--- src/rtl/cordic_byte_host_if.sv ---
// Bundle of the parallel request/response signals and the 8-bit byte link
// between the host block and the byte-serial CORDIC wrapper.
//   slave  : view taken by cordic_byte_host itself
//   master : view taken by whatever drives the host (SoC logic + wrapper model)
interface cordic_byte_host_if #(
  parameter int WIDTH   = 16,
  parameter int PHASE_W = 32
);
  // Parallel request side
  logic               req_valid;
  logic               req_ready;
  logic [WIDTH-1:0]   req_x;
  logic [WIDTH-1:0]   req_y;

  // Parallel response side
  logic               resp_valid;
  logic               resp_ready;
  logic [WIDTH-1:0]   resp_mag;
  logic [PHASE_W-1:0] resp_phase;
  logic               resp_err;
  logic               busy;

  // Byte link towards the wrapper (ui_in / uo_out / uio handshake)
  logic [7:0]         link_tx_data;
  logic               link_tx_valid;
  logic               link_tx_ready;
  logic [7:0]         link_rx_data;
  logic               link_rx_valid;
  logic               link_rx_ready;

  modport slave (
    input  req_valid, req_x, req_y, resp_ready,
    input  link_tx_ready, link_rx_data, link_rx_valid,
    output req_ready, resp_valid, resp_mag, resp_phase, resp_err, busy,
    output link_tx_data, link_tx_valid, link_rx_ready
  );

  modport master (
    output req_valid, req_x, req_y, resp_ready,
    output link_tx_ready, link_rx_data, link_rx_valid,
    input  req_ready, resp_valid, resp_mag, resp_phase, resp_err, busy,
    input  link_tx_data, link_tx_valid, link_rx_ready
  );
endinterface

--- src/rtl/cordic_byte_host.sv ---
// cordic_byte_host: host-side link master for the byte-serial CORDIC wrapper.
// Takes one parallel (X, Y) request, sends it LSB-first as 2*WIDTH/8 bytes
// (X before Y), collects (WIDTH+PHASE_W)/8 result bytes (magnitude, then
// phase, each LSB-first) and presents them as one parallel response.
// Optional watchdog: define CORDIC_HOST_TIMEOUT_EN to abort a stalled link
// transfer after TIMEOUT_CYCLES cycles with resp_err set.
module cordic_byte_host #(
  parameter int WIDTH          = 16,
  parameter int PHASE_W        = 32,
  parameter int TIMEOUT_CYCLES = 1024
) (
  input logic                clk,
  input logic                rst,
  cordic_byte_host_if.slave  bus
);

  localparam int TX_W      = 2 * WIDTH;
  localparam int RX_W      = WIDTH + PHASE_W;
  localparam int TX_BYTES  = TX_W / 8;
  localparam int RX_BYTES  = RX_W / 8;
  localparam int MAX_BYTES = (TX_BYTES > RX_BYTES) ? TX_BYTES : RX_BYTES;
  localparam int CNT_W     = (MAX_BYTES > 1) ? $clog2(MAX_BYTES) : 1;

  localparam logic [CNT_W-1:0] LAST_TX = CNT_W'(TX_BYTES - 1);
  localparam logic [CNT_W-1:0] LAST_RX = CNT_W'(RX_BYTES - 1);

  // Elaboration-time parameter sanity checks
  if ((WIDTH < 8) || (WIDTH % 8 != 0)) begin : g_bad_width
    $error("cordic_byte_host: WIDTH must be a positive multiple of 8");
  end
  if ((PHASE_W < 8) || (PHASE_W % 8 != 0)) begin : g_bad_phase_w
    $error("cordic_byte_host: PHASE_W must be a positive multiple of 8");
  end
  if (TIMEOUT_CYCLES < 2) begin : g_bad_timeout
    $error("cordic_byte_host: TIMEOUT_CYCLES must be at least 2");
  end

  typedef enum logic [1:0] {
    S_IDLE,
    S_SEND,
    S_RECV,
    S_DONE
  } state_e;

  state_e             state_q,  state_d;
  logic [CNT_W-1:0]   cnt_q,    cnt_d;
  logic [TX_W-1:0]    tx_sr_q,  tx_sr_d;
  // The byte arriving this cycle is the MSB byte of the full RX register, so
  // only the RX_W-8 bits of bytes already received need to be stored.
  logic [RX_W-9:0]    rx_sr_q,  rx_sr_d;
  logic [WIDTH-1:0]   mag_q,    mag_d;
  logic [PHASE_W-1:0] phase_q,  phase_d;

  logic               tx_fire;
  logic               rx_fire;
  logic               resp_fire;
  logic               timeout_hit;
  logic [RX_W-1:0]    rx_full;

  assign tx_fire   = (state_q == S_SEND) && bus.link_tx_ready;
  assign rx_fire   = (state_q == S_RECV) && bus.link_rx_valid;
  assign resp_fire = (state_q == S_DONE) && bus.resp_ready;

  // Full RX register view with the incoming byte shifted in at the MSB end
  assign rx_full = {bus.link_rx_data, rx_sr_q};

  // Next-state, byte counter, shift registers and response holding registers
  always_comb begin
    // NOTE: every variable gets a default before the case so that no path
    // leaves one unassigned, which would infer a latch.
    state_d = state_q;
    cnt_d   = cnt_q;
    tx_sr_d = tx_sr_q;
    rx_sr_d = rx_sr_q;
    mag_d   = mag_q;
    phase_d = phase_q;

    unique case (state_q)
      S_IDLE: begin
        if (bus.req_valid) begin
          tx_sr_d = {bus.req_y, bus.req_x};
          cnt_d   = '0;
          state_d = S_SEND;
        end
      end

      S_SEND: begin
        if (tx_fire) begin
          tx_sr_d = tx_sr_q >> 8;
          if (cnt_q == LAST_TX) begin
            cnt_d   = '0;
            state_d = S_RECV;
          end else begin
            cnt_d = cnt_q + CNT_W'(1);
          end
        end else if (timeout_hit) begin
          cnt_d   = '0;
          mag_d   = '0;
          phase_d = '0;
          state_d = S_DONE;
        end
      end

      S_RECV: begin
        if (rx_fire) begin
          rx_sr_d = rx_full[RX_W-1:8];
          if (cnt_q == LAST_RX) begin
            cnt_d   = '0;
            mag_d   = rx_full[WIDTH-1:0];
            phase_d = rx_full[RX_W-1:WIDTH];
            state_d = S_DONE;
          end else begin
            cnt_d = cnt_q + CNT_W'(1);
          end
        end else if (timeout_hit) begin
          cnt_d   = '0;
          mag_d   = '0;
          phase_d = '0;
          state_d = S_DONE;
        end
      end

      S_DONE: begin
        if (resp_fire) begin
          state_d = S_IDLE;
        end
      end

      default: state_d = S_IDLE;
    endcase
  end

  // State and datapath registers with synchronous reset
  always_ff @(posedge clk) begin
    // NOTE: sequential state uses non-blocking assignments so every flop
    // samples the pre-edge values regardless of statement order.
    if (rst) begin
      state_q <= S_IDLE;
      cnt_q   <= '0;
      tx_sr_q <= '0;
      rx_sr_q <= '0;
      mag_q   <= '0;
      phase_q <= '0;
    end else begin
      state_q <= state_d;
      cnt_q   <= cnt_d;
      tx_sr_q <= tx_sr_d;
      rx_sr_q <= rx_sr_d;
      mag_q   <= mag_d;
      phase_q <= phase_d;
    end
  end

`ifdef CORDIC_HOST_TIMEOUT_EN
  localparam int WD_W = $clog2(TIMEOUT_CYCLES + 1);

  logic [WD_W-1:0] wdog_q, wdog_d;
  logic            resp_err_q, resp_err_d;

  // Fires in the last allowed cycle without a byte; the transfer aborts at
  // the following edge.
  assign timeout_hit = (wdog_q == WD_W'(TIMEOUT_CYCLES - 1));

  // Watchdog counts idle link cycles; clears on state entry and on any byte
  always_comb begin
    wdog_d = '0;
    if (((state_q == S_SEND) || (state_q == S_RECV)) &&
        (state_d == state_q) && !tx_fire && !rx_fire) begin
      wdog_d = wdog_q + WD_W'(1);
    end
  end

  // Error flag: set on a watchdog abort, cleared by the response handshake
  always_comb begin
    resp_err_d = resp_err_q;
    if (resp_fire) begin
      resp_err_d = 1'b0;
    end else if (((state_q == S_SEND) || (state_q == S_RECV)) &&
                 timeout_hit && !tx_fire && !rx_fire) begin
      resp_err_d = 1'b1;
    end
  end

  // Watchdog and error registers
  always_ff @(posedge clk) begin
    if (rst) begin
      wdog_q     <= '0;
      resp_err_q <= 1'b0;
    end else begin
      wdog_q     <= wdog_d;
      resp_err_q <= resp_err_d;
    end
  end

  assign bus.resp_err = resp_err_q;
`else
  // Without the watchdog the block waits on the link indefinitely.
  assign timeout_hit  = 1'b0;
  assign bus.resp_err = 1'b0;
`endif

  // Outputs are decoded from registered state, so they are glitch-free and
  // drop to their idle values the cycle after a reset.
  assign bus.req_ready     = (state_q == S_IDLE);
  assign bus.busy          = (state_q != S_IDLE);
  assign bus.link_tx_valid = (state_q == S_SEND);
  assign bus.link_tx_data  = tx_sr_q[7:0];
  assign bus.link_rx_ready = (state_q == S_RECV);
  assign bus.resp_valid    = (state_q == S_DONE);
  assign bus.resp_mag      = mag_q;
  assign bus.resp_phase    = phase_q;

endmodule

--- src/flat_wrapper.sv ---
// flat-port wrapper written by rule: the top's interface ports become plain ports
module cordic_byte_host_flat 
#(
  parameter int WIDTH          = 16,
  parameter int PHASE_W        = 32,
  parameter int TIMEOUT_CYCLES = 1024
)
  (clk, rst, bus_req_valid, bus_req_x, bus_req_y, bus_resp_ready, bus_link_tx_ready, bus_link_rx_data, bus_link_rx_valid, bus_req_ready, bus_resp_valid, bus_resp_mag, bus_resp_phase, bus_resp_err, bus_busy, bus_link_tx_data, bus_link_tx_valid, bus_link_rx_ready);
  cordic_byte_host_if #(.WIDTH(WIDTH), .PHASE_W(PHASE_W)) bus_i ();
  input logic clk;
  input logic rst;
  input wire logic [$bits(bus_i.req_valid)-1:0] bus_req_valid;
  input wire logic [$bits(bus_i.req_x)-1:0] bus_req_x;
  input wire logic [$bits(bus_i.req_y)-1:0] bus_req_y;
  input wire logic [$bits(bus_i.resp_ready)-1:0] bus_resp_ready;
  input wire logic [$bits(bus_i.link_tx_ready)-1:0] bus_link_tx_ready;
  input wire logic [$bits(bus_i.link_rx_data)-1:0] bus_link_rx_data;
  input wire logic [$bits(bus_i.link_rx_valid)-1:0] bus_link_rx_valid;
  output wire logic [$bits(bus_i.req_ready)-1:0] bus_req_ready;
  output wire logic [$bits(bus_i.resp_valid)-1:0] bus_resp_valid;
  output wire logic [$bits(bus_i.resp_mag)-1:0] bus_resp_mag;
  output wire logic [$bits(bus_i.resp_phase)-1:0] bus_resp_phase;
  output wire logic [$bits(bus_i.resp_err)-1:0] bus_resp_err;
  output wire logic [$bits(bus_i.busy)-1:0] bus_busy;
  output wire logic [$bits(bus_i.link_tx_data)-1:0] bus_link_tx_data;
  output wire logic [$bits(bus_i.link_tx_valid)-1:0] bus_link_tx_valid;
  output wire logic [$bits(bus_i.link_rx_ready)-1:0] bus_link_rx_ready;
  assign bus_i.req_valid = bus_req_valid;
  assign bus_i.req_x = bus_req_x;
  assign bus_i.req_y = bus_req_y;
  assign bus_i.resp_ready = bus_resp_ready;
  assign bus_i.link_tx_ready = bus_link_tx_ready;
  assign bus_i.link_rx_data = bus_link_rx_data;
  assign bus_i.link_rx_valid = bus_link_rx_valid;
  assign bus_req_ready = bus_i.req_ready;
  assign bus_resp_valid = bus_i.resp_valid;
  assign bus_resp_mag = bus_i.resp_mag;
  assign bus_resp_phase = bus_i.resp_phase;
  assign bus_resp_err = bus_i.resp_err;
  assign bus_busy = bus_i.busy;
  assign bus_link_tx_data = bus_i.link_tx_data;
  assign bus_link_tx_valid = bus_i.link_tx_valid;
  assign bus_link_rx_ready = bus_i.link_rx_ready;
  cordic_byte_host #(.WIDTH(WIDTH), .PHASE_W(PHASE_W), .TIMEOUT_CYCLES(TIMEOUT_CYCLES)) u_core (.clk(clk), .rst(rst), .bus(bus_i));
endmodule
--- config.mk ---
export PLATFORM = sky130hd
export DESIGN_NAME = cordic_byte_host_flat
export DESIGN_NICKNAME = d
export VERILOG_FILES = /design/src/rtl/cordic_byte_host_if.sv /design/src/rtl/cordic_byte_host.sv /design/src/flat_wrapper.sv
export SDC_FILE = /design/constraint.sdc
export NUM_CORES = 1
export LEC_CHECK = 0
export ABC_AREA = 1
export ABC_CLOCK_PERIOD_IN_PS = 1750
export CORE_MARGIN = 4
export CORE_UTILIZATION = 46
export DETAILED_ROUTE_END_ITERATION = 10
export PLACE_DENSITY = 0.76
export SETUP_SLACK_MARGIN = 0.15
export SLEW_MARGIN = 30
export SYNTH_ARGS = -nofsm -noshare
export SYNTH_HDL_FRONTEND = slang
export SYNTH_SLANG_ARGS = --single-unit
--- constraint.sdc ---
create_clock -name clk -period 1.75 [get_ports clk]
set_clock_uncertainty 0.15 [all_clocks]
set_input_delay 0.525 -clock clk [delete_from_list [all_inputs] [get_ports clk]]
set_output_delay 0.525 -clock clk [all_outputs]
set_load 0.02 [all_outputs]
# Yosys cells after proc, flatten, opt, wreduce, memory -nomap -nowiden
# Cells that the tools add are included.
# word_totals
regBits	125
input_bits	46
out_inout_bits	62
elab_cells	46
# classes
n_addsub	1
n_eq_ne	11
n_mux	16
reduce_logical	12
# op_table
cell	n
32-bit 2-to-1 mux	2
32-bit case mux with 2 select lines	1
3-bit 2-to-1 mux	5
2-bit 2-to-1 mux	6
2-bit by 1-bit != test with 1-bit output (second input constant)	5
3-bit case mux with 3 select lines	1
2-bit case mux with 4 select lines	1
3-bit AND reduction	2
6-bit AND reduction	1
2-bit equality test (second input constant)	2
4-bit AND reduction	1
2-bit nonzero test	2
3-bit by 1-bit adder with 3-bit output (second input constant)	1
3-bit by 2-bit equality test with 1-bit output (second input constant)	1
3-bit equality test (second input constant)	1
1-bit logical AND	3
3-bit nonzero test	1
2-bit by 1-bit equality test with 1-bit output (second input constant)	1
2-bit logical NOT	1
2-bit != test (second input constant)	1
2-bit AND reduction	1

# Longest topological paths before layout
# logic_depth
ltp_word	4
ltp_mapped	9
depth_no_buf	8

# Least setup slack after synthesis
# OpenSTA, ideal clock, no wires.
# synth_path
path_type	reg2reg
from	reg u_core.state_q[0]
to	reg u_core.mag_q[2], in the netlist u_core.bus.resp_mag[2]
setup_ps	116
arrival_ps	1550
required_ps	1484
slack_ps	-66
stages_incl_launch_ff	10
path_buffers	2
period_less_slack_ps	1816
path_cell_list	dfxtp_1 > inv_1 > ha_1 > nand2_2 > nor2_4 > inv_2 > buf_6 > buf_6 > nor2_1 > nor2_1
# synth_between
elab_chain_len	3
# synth_rtl
element	line_no	rtl
start, declared	cordic_byte_host.sv:45	state_e state_q, state_d;
start signal, assigned	cordic_byte_host.sv:145	state_q <= state_d;
2-bit equality test (*)	-	
net bus_link_rx_ready	flat_wrapper.sv:27	output wire logic [$bits(bus_i.link_rx_ready)-1:0] bus_link_rx_ready;
1-bit logical AND	cordic_byte_host.sv:61	assign rx_fire = (state_q == S_RECV) && bus.link_rx_valid;
3-bit AND reduction (no line) (*)	-	
end signal, assigned	cordic_byte_host.sv:149	mag_q <= mag_d;
end, declared	cordic_byte_host.sv:51	logic [WIDTH-1:0] mag_q, mag_d;
# Mark *: on every way through the listed nets, which the timed path passes. The rest lies on a longest branch.
# A chain may end at the register's enable or synchronous reset.

# Worst setup path after layout
# layout_path
from	reg u_core.state_q[1]
to	reg u_core.phase_q[25], in the netlist u_core.bus.resp_phase[25]
# layout_between
elab_chain_len	3
# layout_rtl
element	line_no	rtl
2-bit equality test (*)	cordic_byte_host.sv:61, cordic_byte_host.sv:78	
1-bit logical AND	cordic_byte_host.sv:61	
3-bit AND reduction (no line) (*)	-	
end signal, assigned	cordic_byte_host.sv:150	phase_q <= phase_d;
end, declared	cordic_byte_host.sv:52	logic [PHASE_W-1:0] phase_q, phase_d;
# Mark *: on every way between the ends. The rest lies on a longest branch, timed or not.

==> impl_metrics.json <==
{
  "ys.flop_type": "dfxtp_1",
  "coreArea_um2": 10890,
  "yosysWarnings": 0,
  "clk_latency_ns": 0.54,
  "overflow": 0,
  "die_w_um": 113.8,
  "rsz0062_at_grt": "yes",
  "htreeDepth": 4,
  "cp_max_fo": 7,
  "grt_max_degree": 43,
  "synth.most_common_cell": "nor2_1",
  "whs_ns": 0.3495,
  "first_pass_iters": 6,
  "rows": 38,
  "crit_required_ns": 2.01,
  "routabilityCongestion": 0.8066,
  "io_buffers": 106,
  "ant_nets": 0,
  "die_h_um": 113.8,
  "yosys-top-cells-area": "dfxtp_1, nor2_1, nand2_1, o21ai_0, inv_1",
  "period_minus_slack_ns": 2.031,
  "synthCells": 714,
  "fin_nets": 958,
  "drive_gt1_share_pct": 56.56,
  "worst_hold_path_type": "reg -> reg",
  "synth-async-reset-ratio_pct": 0,
  "synth_compound_area_share_pct": 14.65,
  "fin_crit_sh_pct": 116.0,
  "cts_hold_buf": 0,
  "area_growth_pct": 91.66,
  "cpMaxStageDelayCell": "dfxtp_4",
  "path_cells": "buf_6 > ha_4 > buf_6 > buf_6 > nand2_8 > nor2_4 > buf_6 > buf_12 > buf_16 > o21ai_0 > nor2_1",
  "grt_pass1_wl_um": 28280,
  "antenna_found_initial": 0,
  "synthAdderAreaFrac_pct": 2.430,
  "syn_area_um2": 5149,
  "clkSinkCount": 125,
  "cp.arrival_ns": 2.29,
  "fmax_ghz": 0.4924,
  "synth_top_family_by_area": "simple AND/OR/NAND/NOR gates",
  "routed_via_density": 5.885,
  "place_ws_ns": -0.3060,
  "syn_area_per_cell_um2": 7.211,
  "critical-path-top-cell-by-count": "buf_6",
  "synth_top_area_cell": "dfxtp_1",
  "ys_seq_area_share_pct": 48.60,
  "antenna_cells": 0,
  "synth_xor_area_share_pct": 0,
  "routedWlPerCell_um": 24.45,
  "clock_path_buffers": 2,
  "yosysUniqueCellTypes": 21,
  "start_kind": "flip-flop",
  "num_vias": 6203,
  "cts_root_buf": "clkbuf_8",
  "setup_ws_ns": -0.2809,
  "setup_viol": 123,
  "worst-setup-path-type": "reg -> reg",
  "synth_seq_cells": 125,
  "grt_pass1_vias": 5649,
  "pwr_density_cell_nw_per_um2": 1635,
  "leakagePower_uw": 0.004206,
  "start_util_pct": 47.29,
  "drt-total-wl_um": 25770,
  "irDropWorstVdd_mv": 1.574,
  "numCtsBuffers": 17,
  "hold_violations": 0,
  "synth-edff-count": 0,
  "cts_tree": "built",
  "dp_hpwl_um": 8345,
  "netlist.area_leader.share_pct": 48.60,
  "maxCapViolations": 0,
  "drc": 0,
  "io-pin-count": 108,
  "synthTopCellsByCount": "nor2_1, nand2_1, dfxtp_1, o21ai_0, inv_1",
  "syn-num-nets": 770,
  "slew_violations": 0,
  "synth_mux_area_share_pct": 0,
  "gr-usage-all-layers_pct": 27.53,
  "synth-simple-area-share_pct": 24.11,
  "max_stage_delay_ns": 0.36,
  "clk_pin_slew_worst_paths_ns": 0.06,
  "status": "finished with violations",
  "drtIter0Drc": 613,
  "failed_checks": "negative setup slack",
  "cp-end-kind": "flip-flop",
  "die_area_um2": 12950
}
cells by family (layout without fill, tap and decap cells):
logic type,Yosys count,count (layout)
other,1,1
buffers and inverters,113,313
and+or+nand+nor,323,323
DFF,125,125
adders and majority gates,10,10
AOI/OAI and AO/OA,142,142
final timing paths:
| check | from | to | slack, ns | depth (start not counted) |
|---|---|---|---|---|
| max | u_core.state_q[1]$_SDFFE_PP0P_ | u_core.bus.resp_phase[25]$_SDFFE_PP0P_ | -0.28 | 11 |
| min reg2reg | u_core.bus.resp_phase[2]$_SDFFE_PP0P_ | u_core.bus.resp_phase[2]$_SDFFE_PP0P_ | 0.35 | 2 |
| min | u_core.bus.resp_phase[2]$_SDFFE_PP0P_ | u_core.bus.resp_phase[2]$_SDFFE_PP0P_ | 0.35 | 2 |
| max reg2reg | u_core.state_q[1]$_SDFFE_PP0P_ | u_core.bus.resp_phase[25]$_SDFFE_PP0P_ | -0.28 | 11 |
cells in the final DEF, fill, tap and decap left out, drive strengths merged:
cell type	instances
conb	1
ha	10
o211ai	1
buf	165
a211oi	9
o21ai	102
inv	58
clkinv	2
clkbuf	33
nand3	7
nand2	132
bufbuf	1
a21oi	30
dfxtp	125
nor2	184
clkinvlp	6
clkdlybuf4s50	45
bufinv	3
sequential cells by signal, summed over array words and instances (netlist names):
name and cells:
u_core.bus.resp_mag 16, u_core.tx_sr_q 32, u_core.bus.resp_phase 32, u_core.state_q 2
u_core.rx_sr_q 40, u_core.cnt_q 3
stage by stage:
| step | instance area [um2] | instances | power [uW] | utilization, % | TNS [ns] |
|---|---|---|---|---|---|
| finish | 9868 | 1054 | 16130 | 90.63 | -17.26 |
| global route | 9868 | 1054 | 16640 | 90.63 | -23.40 |
| CTS | 8392 | 1013 | 12870 | 77.07 | -5.697 |
| detailed placement | 6465 | 938 | 7459 | 59.38 | -24.38 |
| global placement | 6465 | 938 | 7312 | 59.38 | -20.31 |
| floorplan | 5195 | 714 | 6329 | - | 0 |
layout make-up:
type | instances | area, um2
multi-input cells | 476 | 3363
repair buffers | 222 | 2884
flip-flops and latches | 125 | 2587
fillers | 377 | 1020
clock buffers | 22 | 462.9
inverters | 60 | 259.0
well taps | 140 | 175.2
clock inverters | 9 | 136.4
worst max-delay path, delay by kind of cell, from the launching register on:
family,cells,cell delay [ns]
compound gates,1,0.24
fa+ha+maj,1,0.16
buf+inv,6,0.77
flops,1,0.36
simple gates,3,0.22
repair_timing:
| action | 4_1_cts | 5_1_grt |
|---|---|---|
| buffers inserted | 24 | 29 |
| gates cloned | 20 | 12 |
| endpoints found under the hold margin | 0 | 0 |
| setup endpoints to repair | 176 | 186 |
| pin swaps | 18 | 54 |
| resized for setup | 599 | 296 |
where the power goes:
part	total, uW	leakage (uW)	internal [uW]	switching, uW
clock network	3690	0.000276	2280	1410
registers	3930	0.00105	3430	503
logic	8510	0.00288	3890	4620
total	16100	0.00421	9600	6530
metal layers:
layer  vias up  routed length, um  track usage (%)
met2       474              12910            46.68
li1       2616                  -                -
met3       164               2061            9.072
met1      2949               8914            30.17
met4         0               1890            15.76
met5         -                  0                0
Note: power is estimated with default switching activity, not from simulation.
==> edit (same settings) <==
The option `CORDIC_HOST_TIMEOUT_EN` is turned on by a define.
--- a/src/rtl/cordic_byte_host.sv
+++ b/src/rtl/cordic_byte_host.sv
@@ -4,6 +4,8 @@
 // phase, each LSB-first) and presents them as one parallel response.
 // Optional watchdog: define CORDIC_HOST_TIMEOUT_EN to abort a stalled link
 // transfer after TIMEOUT_CYCLES cycles with resp_err set.
+`define CORDIC_HOST_TIMEOUT_EN
+
 module cordic_byte_host #(
   parameter int WIDTH          = 16,
   parameter int PHASE_W        = 32,
Function: same outputs for any inputs over 10 cycles, from zero or initial values and one cycle with rst high; that may be too few to reach the edited logic, so the function may still have changed.
==> edit against the unedited design <==
The flow still finishes with violations (setup timing). Global-route usage decreased by 1.7 points. Sequential cell count is 12 higher. Area after synthesis grew 7.7%. Count of clock-buffer cells in the layout fell by 1. Worst setup slack better by 0.030 ns. Routed wire length decreased by 16%. Design area is 6.0% lower.
Power is not compared: it rests on default switching activity, and its combinational part moved more than twofold at a synthesized area within 25%.
==> edit: results (changes against the unedited design) <==
Setup path
  • Worst flop-to-flop path endpoint: u_core.bus.resp_mag[13]$_SDFFE_PP0P_
  • Cells on worst reg2reg path: 12 (+1)
  • Beginning of the worst register-to-register path: u_core.state_q[0]$_SDFF_PP0_
  • Crit path max fanout: 5 (-2)
  • CP max stage delay: 0.38 ns (+0.02 ns)

Timing
  • WHS: 0.3150 ns (-0.03446 ns)
  • Fin Setup TNS: -12.43 ns (+4.832 ns)
  • Worst setup margin: -0.2511 ns (+0.02972 ns)
  • Final setup viols: 107 (-13%)

Finish
  • Comb_multi_in: 498 (+4.6%)
  • Clock buf count: 21 (-4.5%)
  • # fillers: 599 (+59%)
  • Signal buf overhead: 25.19% (-4.0 points)
  • Final Cell Area: 0.009275 mm² (-6.0%)
  • Layout cell share with drive strength beyond 1: 47.02% (-9.5 points)
  • Non-CTS inverters: 32 (-47%)
  • Post-Layout Cell Count: 1049 (-0.47%)
  • Combined area of the multi-input logic cells: 0.003197 mm² (-4.9%)
  • Seq/total area: 30.37% (+4.1 points)
  • Final nets: 950 (-0.84%)

Global route
  • First-pass GRT wire length: 29250 µm (+3.4%)
  • Met1 Use GR: 29.89% (-0.29 points)
  • Largest net degree at the start of global routing: 74 (+72%)
  • Met2 Use GR: 43.33% (-3.3 points)
  • Total track usage: 25.80% (-1.7 points)

Yosys
  • Post-synthesis net count: 774 (+0.52%)
  • Post-synth cell types: 30 (+43%)
  • Sequential share of the synthesized area: 49.45% (+0.84 points)
  • Ranking of synthesized cells by area: dfxtp_1 49%, nand2_1 15%, a21oi_1 8.8%
  • Synth top cells by count: 222 x nand2_1, 137 x dfxtp_1, 98 x a21oi_1
  • Post-Synth XOR/XNOR Area: 1.263% (+1.3 points)
  • Compound-Gate Fraction of Synth Area: 15.63% (+0.98 points)
  • Synth Instances: 718 (+0.56%)
  • Adder-cell share of the synthesized area: 2.256% (-0.17 points)

Run status
  • Status: complete, but fails checks
  • Failing checks: setup timing

Placement
  • GPL Wtd Cong: 0.8989 (+11%)
  • Placed Cells: 968 (+3.2%)
  • Pre-CTS WS: -0.5967 ns (-0.2906 ns)
  • Final HPWL DP: 9875 µm (+18%)
  • Post-DP Area: 0.007107 mm² (+9.9%)
  • # port buffers: 107 (+0.94%)

Drt
  • First-pass DRT Iterations: 7 (+1)
  • Final WL: 21590 µm (-16%)
  • DR vias/cell: 5.788 (-1.6%)
  • Routed met1 length: 8015 µm (-10%)

Floorplanning
  • N_taps: 143 (+2.1%)

Clocking
  • Root Driver: clkbuf_16
  • Worst-Skew Late Latency: 0.43 ns (-0.11 ns)

Hold path
  • Worst Hold End: u_core.bus.resp_mag[3]$_SDFFE_PP0P_
[edit: timing repair]
action,in CTS,in global routing
hold buffers,0,0
setup buffers,11,21
pin swaps,15,29
endpoints found under the setup margin,197,194
cloned,15,3
resized for setup,478,193
[edit: worst max path at each step]
stage / to / slack [ns]
after detailed placement: u_core.tx_sr_q[4]$_SDFFE_PP0P_ / -0.60
after global placement: u_core.bus.resp_phase[10]$_SDFFE_PP0P_ / -0.52
after global routing: u_core.wdog_q[10]$_SDFF_PP0_ / -0.36
final: u_core.bus.resp_mag[13]$_SDFFE_PP0P_ / -0.25
after CTS: bus_busy / -0.15
after floorplan: u_core.wdog_q[4]$_SDFF_PP0_ / -0.07
[edit: worst register-to-register path: stages (launching register included)]
cell	delay, ns
dfxtp_4	0.38
inv_4	0.05
ha_4	0.17
nand2_4	0.06
inv_4	0.04
nand2_4	0.08
inv_4	0.05
nor3_4	0.21
buf_6	0.14
o21ai_4	0.10
bufbuf_16	0.29
nand2_1	0.07
a21oi_1	0.09
